==> config.mk <==
export PLATFORM = sky130hd
export DESIGN_NAME = processor_mc
export DESIGN_NICKNAME = d
export VERILOG_FILES = /design/src/rtl/processor_mc_pkg.sv /design/src/rtl/alu.sv /design/src/rtl/control_unit.sv /design/src/rtl/processor_mc_fsm.sv /design/src/rtl/reg_file.sv /design/src/rtl/processor_mc.sv
export SDC_FILE = /design/constraint.sdc
export NUM_CORES = 1
export LEC_CHECK = 0
export BUFFER_PORTS_ARGS = -buffer_cell sky130_fd_sc_hd__buf_2
export CORE_UTILIZATION = 30
export DETAILED_ROUTE_END_ITERATION = 7
export SLEW_MARGIN = 15
export SYNTH_ARGS = -nofsm -noshare
export SYNTH_HDL_FRONTEND = slang
export SYNTH_SLANG_ARGS = --single-unit
==> constraint.sdc <==
create_clock -name clk -period 7.64 [get_ports clk]
set_clock_uncertainty 0.1 [all_clocks]
set_input_delay 1.528 -clock clk [delete_from_list [all_inputs] [get_ports clk]]
set_output_delay 1.528 -clock clk [all_outputs]
set_load 0.02 [all_outputs]
==> src/rtl/processor_mc_pkg.sv <==
// processor_mc_pkg: shared types and constants for the multi-cycle core.
//   state_e   : controller states (FETCH, EXEC, MEM)
//   opcode_e  : instruction opcodes, instr[31:28]
//   alu_op_e  : ALU operation select
//   PC_STEP   : byte increment between sequential instructions
// Instruction format: [31:28] opcode, [27:24] rd, [23:20] rs1, [19:16] rs2,
// [15:0] imm16.
package processor_mc_pkg;

  typedef enum logic [1:0] {
    FETCH = 2'd0,
    EXEC  = 2'd1,
    MEM   = 2'd2
  } state_e;

  localparam int PC_STEP = 4;

  typedef enum logic [3:0] {
    OP_ADD   = 4'd0,
    OP_SUB   = 4'd1,
    OP_AND   = 4'd2,
    OP_OR    = 4'd3,
    OP_XOR   = 4'd4,
    OP_ADDI  = 4'd5,   // rd = rs1 + sign-extended imm16
    OP_ORI   = 4'd6,   // rd = rs1 | zero-extended imm16
    OP_LUI   = 4'd7,   // rd = imm16 << 16
    OP_LW_IM = 4'd8,   // rd = mem[imm16]
    OP_LW_R  = 4'd9,   // rd = mem[rs1]
    OP_SW_IM = 4'd10,  // mem[imm16] = rs2
    OP_SW_R  = 4'd11,  // mem[rs1] = rs2
    OP_JMP   = 4'd12,  // pc = imm16
    OP_JR    = 4'd13,  // pc = rs1
    OP_NOP   = 4'd14
  } opcode_e;

  typedef enum logic [2:0] {
    ALU_ADD    = 3'd0,
    ALU_SUB    = 3'd1,
    ALU_AND    = 3'd2,
    ALU_OR     = 3'd3,
    ALU_XOR    = 3'd4,
    ALU_PASS_B = 3'd5
  } alu_op_e;

endpackage

==> src/rtl/alu.sv <==
// alu: combinational 32-bit arithmetic/logic unit.
// Ports:
//   alu_op in 3 (alu_op_e), a in 32, b in 32, result out 32
module alu
  import processor_mc_pkg::*;
(
  input  logic [2:0]  alu_op,
  input  logic [31:0] a,
  input  logic [31:0] b,
  output logic [31:0] result
);

  always_comb begin
    result = '0;
    case (alu_op_e'(alu_op))
      ALU_ADD:    result = a + b;
      ALU_SUB:    result = a - b;
      ALU_AND:    result = a & b;
      ALU_OR:     result = a | b;
      ALU_XOR:    result = a ^ b;
      ALU_PASS_B: result = b;
      default:    result = '0;
    endcase
  end

endmodule

==> src/rtl/control_unit.sv <==
// control_unit: decodes an instruction word into datapath controls.
// Ports:
//   instr            in  32  instruction register
//   rd, rs1, rs2     out 4   register addresses
//   imm              out 32  formatted immediate (sign/zero extended or shifted)
//   alu_op           out 3   alu_op_e encoding
//   alu_src_imm      out 1   ALU operand B is the immediate
//   reg_write_enable out 1   instruction writes rd (loads included)
//   mem_read/mem_write       load / store
//   mem_read_im/mem_write_im address comes from the immediate
//   jump_en          out 1   PC takes the jump target
//   jump_reg         out 1   jump target is rs1 data rather than imm
module control_unit
  import processor_mc_pkg::*;
(
  input  logic [31:0] instr,
  output logic [3:0]  rd,
  output logic [3:0]  rs1,
  output logic [3:0]  rs2,
  output logic [31:0] imm,
  output logic [2:0]  alu_op,
  output logic        alu_src_imm,
  output logic        reg_write_enable,
  output logic        mem_read,
  output logic        mem_write,
  output logic        mem_read_im,
  output logic        mem_write_im,
  output logic        jump_en,
  output logic        jump_reg
);

  assign rd  = instr[27:24];
  assign rs1 = instr[23:20];
  assign rs2 = instr[19:16];

  always_comb begin
    // NOTE: every output gets a default before the case, so no path leaves
    // a signal unassigned and no latch is inferred.
    imm              = {16'h0, instr[15:0]};
    alu_op           = ALU_ADD;
    alu_src_imm      = 1'b0;
    reg_write_enable = 1'b0;
    mem_read         = 1'b0;
    mem_write        = 1'b0;
    mem_read_im      = 1'b0;
    mem_write_im     = 1'b0;
    jump_en          = 1'b0;
    jump_reg         = 1'b0;
    case (opcode_e'(instr[31:28]))
      OP_ADD:  reg_write_enable = 1'b1;
      OP_SUB:  begin alu_op = ALU_SUB; reg_write_enable = 1'b1; end
      OP_AND:  begin alu_op = ALU_AND; reg_write_enable = 1'b1; end
      OP_OR:   begin alu_op = ALU_OR;  reg_write_enable = 1'b1; end
      OP_XOR:  begin alu_op = ALU_XOR; reg_write_enable = 1'b1; end
      OP_ADDI: begin
        imm              = {{16{instr[15]}}, instr[15:0]};
        alu_src_imm      = 1'b1;
        reg_write_enable = 1'b1;
      end
      OP_ORI:  begin
        alu_op           = ALU_OR;
        alu_src_imm      = 1'b1;
        reg_write_enable = 1'b1;
      end
      OP_LUI:  begin
        imm              = {instr[15:0], 16'h0};
        alu_op           = ALU_PASS_B;
        alu_src_imm      = 1'b1;
        reg_write_enable = 1'b1;
      end
      OP_LW_IM: begin mem_read = 1'b1; mem_read_im = 1'b1; reg_write_enable = 1'b1; end
      OP_LW_R:  begin mem_read = 1'b1; reg_write_enable = 1'b1; end
      OP_SW_IM: begin mem_write = 1'b1; mem_write_im = 1'b1; end
      OP_SW_R:  mem_write = 1'b1;
      OP_JMP:   jump_en = 1'b1;
      OP_JR:    begin jump_en = 1'b1; jump_reg = 1'b1; end
      default:  ;  // OP_NOP and unused opcodes do nothing
    endcase
  end

endmodule

==> src/rtl/processor_mc_fsm.sv <==
// processor_mc_fsm: FETCH/EXEC/MEM sequencer for processor_mc.
// Ports:
//   clk, reset            clock, synchronous active-high reset
//   mem_read, mem_write   decoded load/store of the current IR
//   reg_write_enable      decoded register write of the current IR
//   imem_ready, dmem_ready memory handshakes
//   imem_req, dmem_req, dmem_we   memory requests (0 during reset)
//   ir_load               latch imem_rdata into IR this cycle
//   pc_update             retire: advance PC this cycle
//   reg_write             write the register file this cycle
//   in_mem                current state is MEM (selects load data)
module processor_mc_fsm
  import processor_mc_pkg::*;
(
  input  logic clk,
  input  logic reset,
  input  logic mem_read,
  input  logic mem_write,
  input  logic reg_write_enable,
  input  logic imem_ready,
  input  logic dmem_ready,
  output logic imem_req,
  output logic dmem_req,
  output logic dmem_we,
  output logic ir_load,
  output logic pc_update,
  output logic reg_write,
  output logic in_mem
);

  state_e state_q, state_d;

  always_ff @(posedge clk) begin
    if (reset) state_q <= FETCH;
    else       state_q <= state_d;
  end

  // Requests depend only on state and reset, never on *_ready. Gating with
  // reset drops a pending request in the cycle reset rises and suppresses
  // any retire strobe a late ready would otherwise cause.
  always_comb begin
    state_d   = state_q;
    imem_req  = 1'b0;
    dmem_req  = 1'b0;
    dmem_we   = 1'b0;
    ir_load   = 1'b0;
    pc_update = 1'b0;
    reg_write = 1'b0;
    if (!reset) begin
      case (state_q)
        FETCH: begin
          imem_req = 1'b1;
          if (imem_ready) begin
            ir_load = 1'b1;
            state_d = EXEC;
          end
        end
        EXEC: begin
          if (mem_read || mem_write) begin
            state_d = MEM;
          end else begin
            pc_update = 1'b1;
            reg_write = reg_write_enable;
            state_d   = FETCH;
          end
        end
        MEM: begin
          dmem_req = 1'b1;
          dmem_we  = mem_write;
          if (dmem_ready) begin
            pc_update = 1'b1;
            reg_write = mem_read;
            state_d   = FETCH;
          end
        end
        default: state_d = FETCH;
      endcase
    end
  end

  assign in_mem = (state_q == MEM);

endmodule

==> src/rtl/reg_file.sv <==
// reg_file: 16 x 32-bit registers, two combinational read ports, one
// synchronous write port. Cleared by reset.
// Ports:
//   clk, reset (sync, active-high), we, waddr 4, wdata 32,
//   raddr1 4, raddr2 4, rdata1 32, rdata2 32
module reg_file (
  input  logic        clk,
  input  logic        reset,
  input  logic        we,
  input  logic [3:0]  waddr,
  input  logic [31:0] wdata,
  input  logic [3:0]  raddr1,
  input  logic [3:0]  raddr2,
  output logic [31:0] rdata1,
  output logic [31:0] rdata2
);

  logic [31:0] regs [16];

  always_ff @(posedge clk) begin
    if (reset) begin
      // NOTE: this array is cleared on reset because software relies on
      // registers starting at zero; that forces a flop implementation
      // rather than a RAM macro, acceptable at 16 entries.
      for (int i = 0; i < 16; i++) regs[i] <= '0;
    end else if (we) begin
      // NOTE: sequential state is updated with non-blocking assignments so
      // every flop samples pre-edge values regardless of statement order.
      regs[waddr] <= wdata;
    end
  end

  assign rdata1 = regs[raddr1];
  assign rdata2 = regs[raddr2];

endmodule

==> src/rtl/processor_mc.sv <==
// processor_mc: multi-cycle CPU top. Fetches over the instruction port,
// executes, and performs loads/stores over the data port; both ports use a
// req/ready handshake so memories may insert wait states.
// Parameters: ADDR_W (3..32) address width, RESET_PC (multiple of 4).
// Ports:
//   clk, reset                      clock, synchronous active-high reset
//   imem_req/imem_addr out          fetch request and address (PC)
//   imem_ready/imem_rdata in        fetch completion and instruction
//   dmem_req/dmem_we/dmem_addr/dmem_wdata out   data request
//   dmem_ready/dmem_rdata in        data completion and load data
// Optional (macro PROCESSOR_MC_PERF_EN):
//   cycle_count out 32              non-reset cycles
//   instret_count out 32            retired instructions
module processor_mc
  import processor_mc_pkg::*;
#(
  parameter int               ADDR_W   = 32,
  parameter logic [ADDR_W-1:0] RESET_PC = '0
) (
  input  logic              clk,
  input  logic              reset,
  output logic              imem_req,
  output logic [ADDR_W-1:0] imem_addr,
  input  logic              imem_ready,
  input  logic [31:0]       imem_rdata,
  output logic              dmem_req,
  output logic              dmem_we,
  output logic [ADDR_W-1:0] dmem_addr,
  output logic [31:0]       dmem_wdata,
  input  logic              dmem_ready,
  input  logic [31:0]       dmem_rdata
`ifdef PROCESSOR_MC_PERF_EN
  ,
  output logic [31:0]       cycle_count,
  output logic [31:0]       instret_count
`endif
);

  logic [ADDR_W-1:0] pc;
  logic [31:0]       ir;

  logic [3:0]  rd, rs1, rs2;
  logic [31:0] imm;
  logic [2:0]  alu_op;
  logic        alu_src_imm, reg_write_enable;
  logic        mem_read, mem_write, mem_read_im, mem_write_im;
  logic        jump_en, jump_reg;

  logic        ir_load, pc_update, reg_write, in_mem;
  logic [31:0] rdata1, rdata2, alu_b, alu_result, rf_wdata;
  logic [31:0] jump_addr, mem_addr_full;

  processor_mc_fsm u_fsm (
    .clk              (clk),
    .reset            (reset),
    .mem_read         (mem_read),
    .mem_write        (mem_write),
    .reg_write_enable (reg_write_enable),
    .imem_ready       (imem_ready),
    .dmem_ready       (dmem_ready),
    .imem_req         (imem_req),
    .dmem_req         (dmem_req),
    .dmem_we          (dmem_we),
    .ir_load          (ir_load),
    .pc_update        (pc_update),
    .reg_write        (reg_write),
    .in_mem           (in_mem)
  );

  control_unit u_control_unit (
    .instr            (ir),
    .rd               (rd),
    .rs1              (rs1),
    .rs2              (rs2),
    .imm              (imm),
    .alu_op           (alu_op),
    .alu_src_imm      (alu_src_imm),
    .reg_write_enable (reg_write_enable),
    .mem_read         (mem_read),
    .mem_write        (mem_write),
    .mem_read_im      (mem_read_im),
    .mem_write_im     (mem_write_im),
    .jump_en          (jump_en),
    .jump_reg         (jump_reg)
  );

  // Loads write back in MEM; everything else writes the ALU result in EXEC.
  assign rf_wdata = in_mem ? dmem_rdata : alu_result;

  reg_file u_reg_file (
    .clk    (clk),
    .reset  (reset),
    .we     (reg_write),
    .waddr  (rd),
    .wdata  (rf_wdata),
    .raddr1 (rs1),
    .raddr2 (rs2),
    .rdata1 (rdata1),
    .rdata2 (rdata2)
  );

  assign alu_b = alu_src_imm ? imm : rdata2;

  alu u_alu (
    .alu_op (alu_op),
    .a      (rdata1),
    .b      (alu_b),
    .result (alu_result)
  );

  assign jump_addr     = jump_reg ? rdata1 : imm;
  assign mem_addr_full = (mem_read_im || mem_write_im) ? imm : rdata1;

  // PC + PC_STEP wraps naturally at 2^ADDR_W.
  always_ff @(posedge clk) begin
    if (reset) begin
      pc <= RESET_PC;
      ir <= '0;
    end else begin
      if (ir_load)   ir <= imem_rdata;
      if (pc_update) pc <= jump_en ? jump_addr[ADDR_W-1:0] : pc + ADDR_W'(PC_STEP);
    end
  end

  // Address/data buses read as zero whenever their request is low, which
  // also makes them zero throughout reset.
  assign imem_addr  = imem_req ? pc : '0;
  assign dmem_addr  = dmem_req ? mem_addr_full[ADDR_W-1:0] : '0;
  assign dmem_wdata = (dmem_req && dmem_we) ? rdata2 : '0;

`ifdef PROCESSOR_MC_PERF_EN
  always_ff @(posedge clk) begin
    if (reset) begin
      cycle_count   <= '0;
      instret_count <= '0;
    end else begin
      cycle_count <= cycle_count + 32'd1;
      if (pc_update) instret_count <= instret_count + 32'd1;
    end
  end
`endif

endmodule
==> summary.md <==
| Metric | Value |
|---|---|
| Status | `finished, final reports clean` |
| Worst Setup Slack, final | `0.381 ns` |
| EDFF count, synth | `around 510` |
| Non-filler instance count after layout | `4795` |
| Sequential element share of the synthesized area | `between 40 and 50%` |
| Die ar. | `approximately 120000 um2` |
| Peak VDD IR | `approximately 0.00018 V` |
| Hold Path Class | `reg -> reg` |
| Largest fanout on the critical path | `32` |
| Proportion of synthesized area in mux cells | `19.3%` |
| Total power | `9.77 mW` |
| Largest cells by area after synthesis | `edfxtp_1 44%, mux4_2 15%, nor2_1 6.6%, dfxtp_1 4.2%, ha_1 3.6%` |
| Sw Ratio | `between 30 and 40%` |
| Max Buffers Root-to-Sink | `3` |
| PD cells | `243 nW/um2` |
| Clock slew at reported path FFs | `roughly 0.07 ns` |
| Internal power | `6.27 mW` |
| Final #Nets | `3389` |
| FILL cells | `between 10000 and 15000` |
| Vias per cell | `6.00` |
| Pre-CTS setup slack | `0.491 ns` |
| TritonCTS clock tree | `done` |
| Setup TNS | `0 ns` |
| Lkg Pwr | `14.5 nW` |
| Clock power share | `30.9%` |
| # rows | `roughly 130` |
| Area Overhead vs Synth | `14.2%` |
| I/O Buffers | `approximately 170` |
| HPWL after DPL | `91.1 mm` |
| Final Hold Vio Count | `0` |
| CP Launch Type | `flip-flop` |
| RSZ-0062 raised after global routing | `no` |
| Async set-reset flop share out of synthesis | `0%` |
| Via count | `28700` |
| Max-slew violations | `0` |
| Placement Cell Area | `about 38000 um2` |
| Die width | `about 340 um` |
| Drt drc | `0` |
| Crit Path Category | `reg -> reg` |
| Multi-input gate area | `about 17000 um2` |
| Post-synth net total | `3276` |
| Worst hold slack | `0.367 ns` |
| Sequential Area | `16900 um2` |
| Largest net degree at the start of global routing | `67` |
| Syn Area/Cell | `approximately 11 um2` |
| Most frequently used flop master after synthesis | `edfxtp_1` |
| TritonCTS Buffers | `60` |
| Synth Area in Compound Gates | `9.16%` |
| Initial antenna violation count | `4` |
| Period utilization | `95.0%` |
| Detailed Route WL | `142 mm` |
| Worst slew pin tran | `approximately 1.2 ns` |
| Clock Root Buffer | `clkbuf_16` |
| Synth Warn # | `0` |
| Die Ht | `344 um` |
| CTS HTree Levels | `2` |
| Layout cell share with drive strength beyond 1 | `22.6%` |
| CP arrival | `7.54 ns` |
| WP data required | `7.92 ns` |
| First-pass GRT wire length | `198 mm` |
| Yosys top cell area share | `between 40% and 50%` |
| Starting Density | `30.3%` |
| Drt pass-1 iters | `6` |
| Synthesized instance count | `3106` |
| Core box area | `~120000 um2` |
| Largest area contributor in the netlist | `edfxtp_1` |
| Max Fclk | `138 MHz` |
| Clock Latency Late Sink | `0.68 ns` |
| Setup-failing EPs final | `0` |
| Setup crit end kind | `flip-flop` |
| Initial DRC Count | `around 3900` |
| Post-layout util | `34.6%` |
| DP Cell Count | `4681` |
| Most frequent cells in the layout | `611 x nor2_1, 512 x edfxtp_1, 239 x mux4_2, 206 x nand2_1, 166 x buf_2` |
| Yosys reg bits | `between 500 and 600` |
| Comb power frac | `between 30% and 40%` |
| Routed length per instance | `29.6 um` |
| Max-slew headroom | `19.7%` |
| Switching power | `3.50 mW` |
| Mapped Area | `35200 um2` |
| Largest family of logic cells by synthesized area | `multiplexers` |
| Antenna viol nets, final | `0` |
| Max-cap violations | `0` |
| Reg power frac | `38.0%` |
| Synth Area in Simple Gates | `between 10 and 15%` |
| Commonest non-fill, non-tap cell in the layout | `nor2_1` |
| CTS Hold Bufs | `0` |
| Remaining global-route overflow | `0` |
| Adder-cell share of the synthesized area | `3.65%` |
| Design area | `40200 um2` |
| GRT Overall Usage | `23.2%` |
| IO Pins | `167` |
| Synth Area in XOR/XNOR | `1.24%` |
| Routability cong. | `about 0.97` |
| Clock sinks | `~590` |
| Final worst path period need | `7.26 ns` |
| Distinct cells, synth | `80` |
| Vias in the first global route | `27200` |
-- power by group through the flow --
stage | clock, mW | combinational (mW) | sequential (mW)
2_1_floorplan | 0 | 1.91 | 3.70
3_3_place_gp | 0 | 2.92 | 3.77
3_5_place_dp | 0 | 2.92 | 3.78
4_1_cts | 3.02 | 2.94 | 3.71
5_1_grt | 3.13 | 3.19 | 3.72
6_report | 3.02 | 3.03 | 3.71
-- final cells by class --
cell class	count	area share, %
clock inverters	46	1.08
clock buffers	65	3.79
well taps	1524	4.75
inverters	83	0.776
multi-input cells	2186	42.9
flip-flops and latches	586	42.0
repair buffers	302	4.68
diodes	3	0.0187
-- kinds of logic (layout without fill, tap and decap cells) --
group	Yosys count	in the layout
AND/OR/NAND/NOR	1177	1177
AO/OA/AOI/OAI	486	486
XOR/XNOR	50	50
adder cells (fa/ha/maj)	102	102
flip-flops	586	586
buffers and inverters	334	496
other	0	3
multiplexers	371	371
-- path summary, 6_finish.rpt --
kind                 startpoint                                    end  slack, ns  cells after the start
max                   flip-flop  u_reg_file.regs[14][31]$_SDFFCE_PN0P_       0.38                     22
min          pc[1]$_SDFFE_PP0P_                     pc[1]$_SDFFE_PP0P_       0.37                      2
min reg2reg  pc[1]$_SDFFE_PP0P_                     pc[1]$_SDFFE_PP0P_       0.37                      2
max reg2reg           flip-flop  u_reg_file.regs[14][31]$_SDFFCE_PN0P_       0.38                     22
-- state kept, by name (all words and copies together), names as in the netlist, named ones only --
name,flops
ir,32
pc,32
u_fsm.state_q,2
u_reg_file.regs,512
-- worst max-delay path, cell delays in order (launching register included) --
cell and delay (ns):
dfxtp_4 0.68, mux4_1 0.63, o22a_1 0.22, nand3_1 0.08, and3_1 0.24, inv_1 0.10, or4_1 0.59, or4_4 0.56
or2_2 0.35, o31ai_1 0.35, xnor2_1 0.14, ha_1 0.42, a21o_1 0.22, a21o_1 0.17, a21o_1 0.21, o21bai_1 0.16
a211o_1 0.29, a311oi_1 0.54, xnor2_1 0.18, xnor2_1 0.17, a211oi_2 0.22, buf_4 0.24, nor3_1 0.08
-- repair_timing --
action                                  CTS  global route
buffers inserted                          0             0
gates resized for setup                   0             1
endpoints found under the setup margin    0            15
-- synthesized netlist by cell type (11+ instances only) --
| cell | number |
|---|---|
| a211oi_1 | 31 |
| edfxtp_1 | 512 |
| a221oi_1 | 27 |
| a21oi_1 | 112 |
| buf_2 | 24 |
| xnor2_1 | 40 |
| nor2b_1 | 18 |
| o221ai_1 | 14 |
| nand3b_1 | 39 |
| nor4_1 | 11 |
| o21ai_1 | 17 |
| nand3_1 | 47 |
| o21ai_0 | 92 |
| nand2_1 | 218 |
| ha_1 | 101 |
| a22o_1 | 11 |
| nor2_1 | 617 |
| nand2b_1 | 37 |
| and3_1 | 31 |
| mux2i_1 | 102 |
| buf_1 | 34 |
| a21o_1 | 24 |
| o211ai_1 | 11 |
| a22oi_1 | 42 |
| a31oi_1 | 19 |
| mux4_2 | 239 |
| inv_1 | 81 |
| dfxtp_1 | 74 |
| clkbuf_1 | 184 |
| nor3_1 | 66 |
| o22ai_1 | 15 |
| and2_1 | 40 |
| mux2_2 | 26 |
-- per-layer routing --
metal | up-vias | global-route usage (%) | routed length (um)
met2 | 2154 | 36.5 | 63700
li1 | 11900 | - | -
met3 | 403 | 5.63 | 17700
met4 | 4 | 11.7 | 7920
met1 | 14300 | 29.7 | 52400
met5 | - | 0 | 18
(Power assumes the default switching activity.)
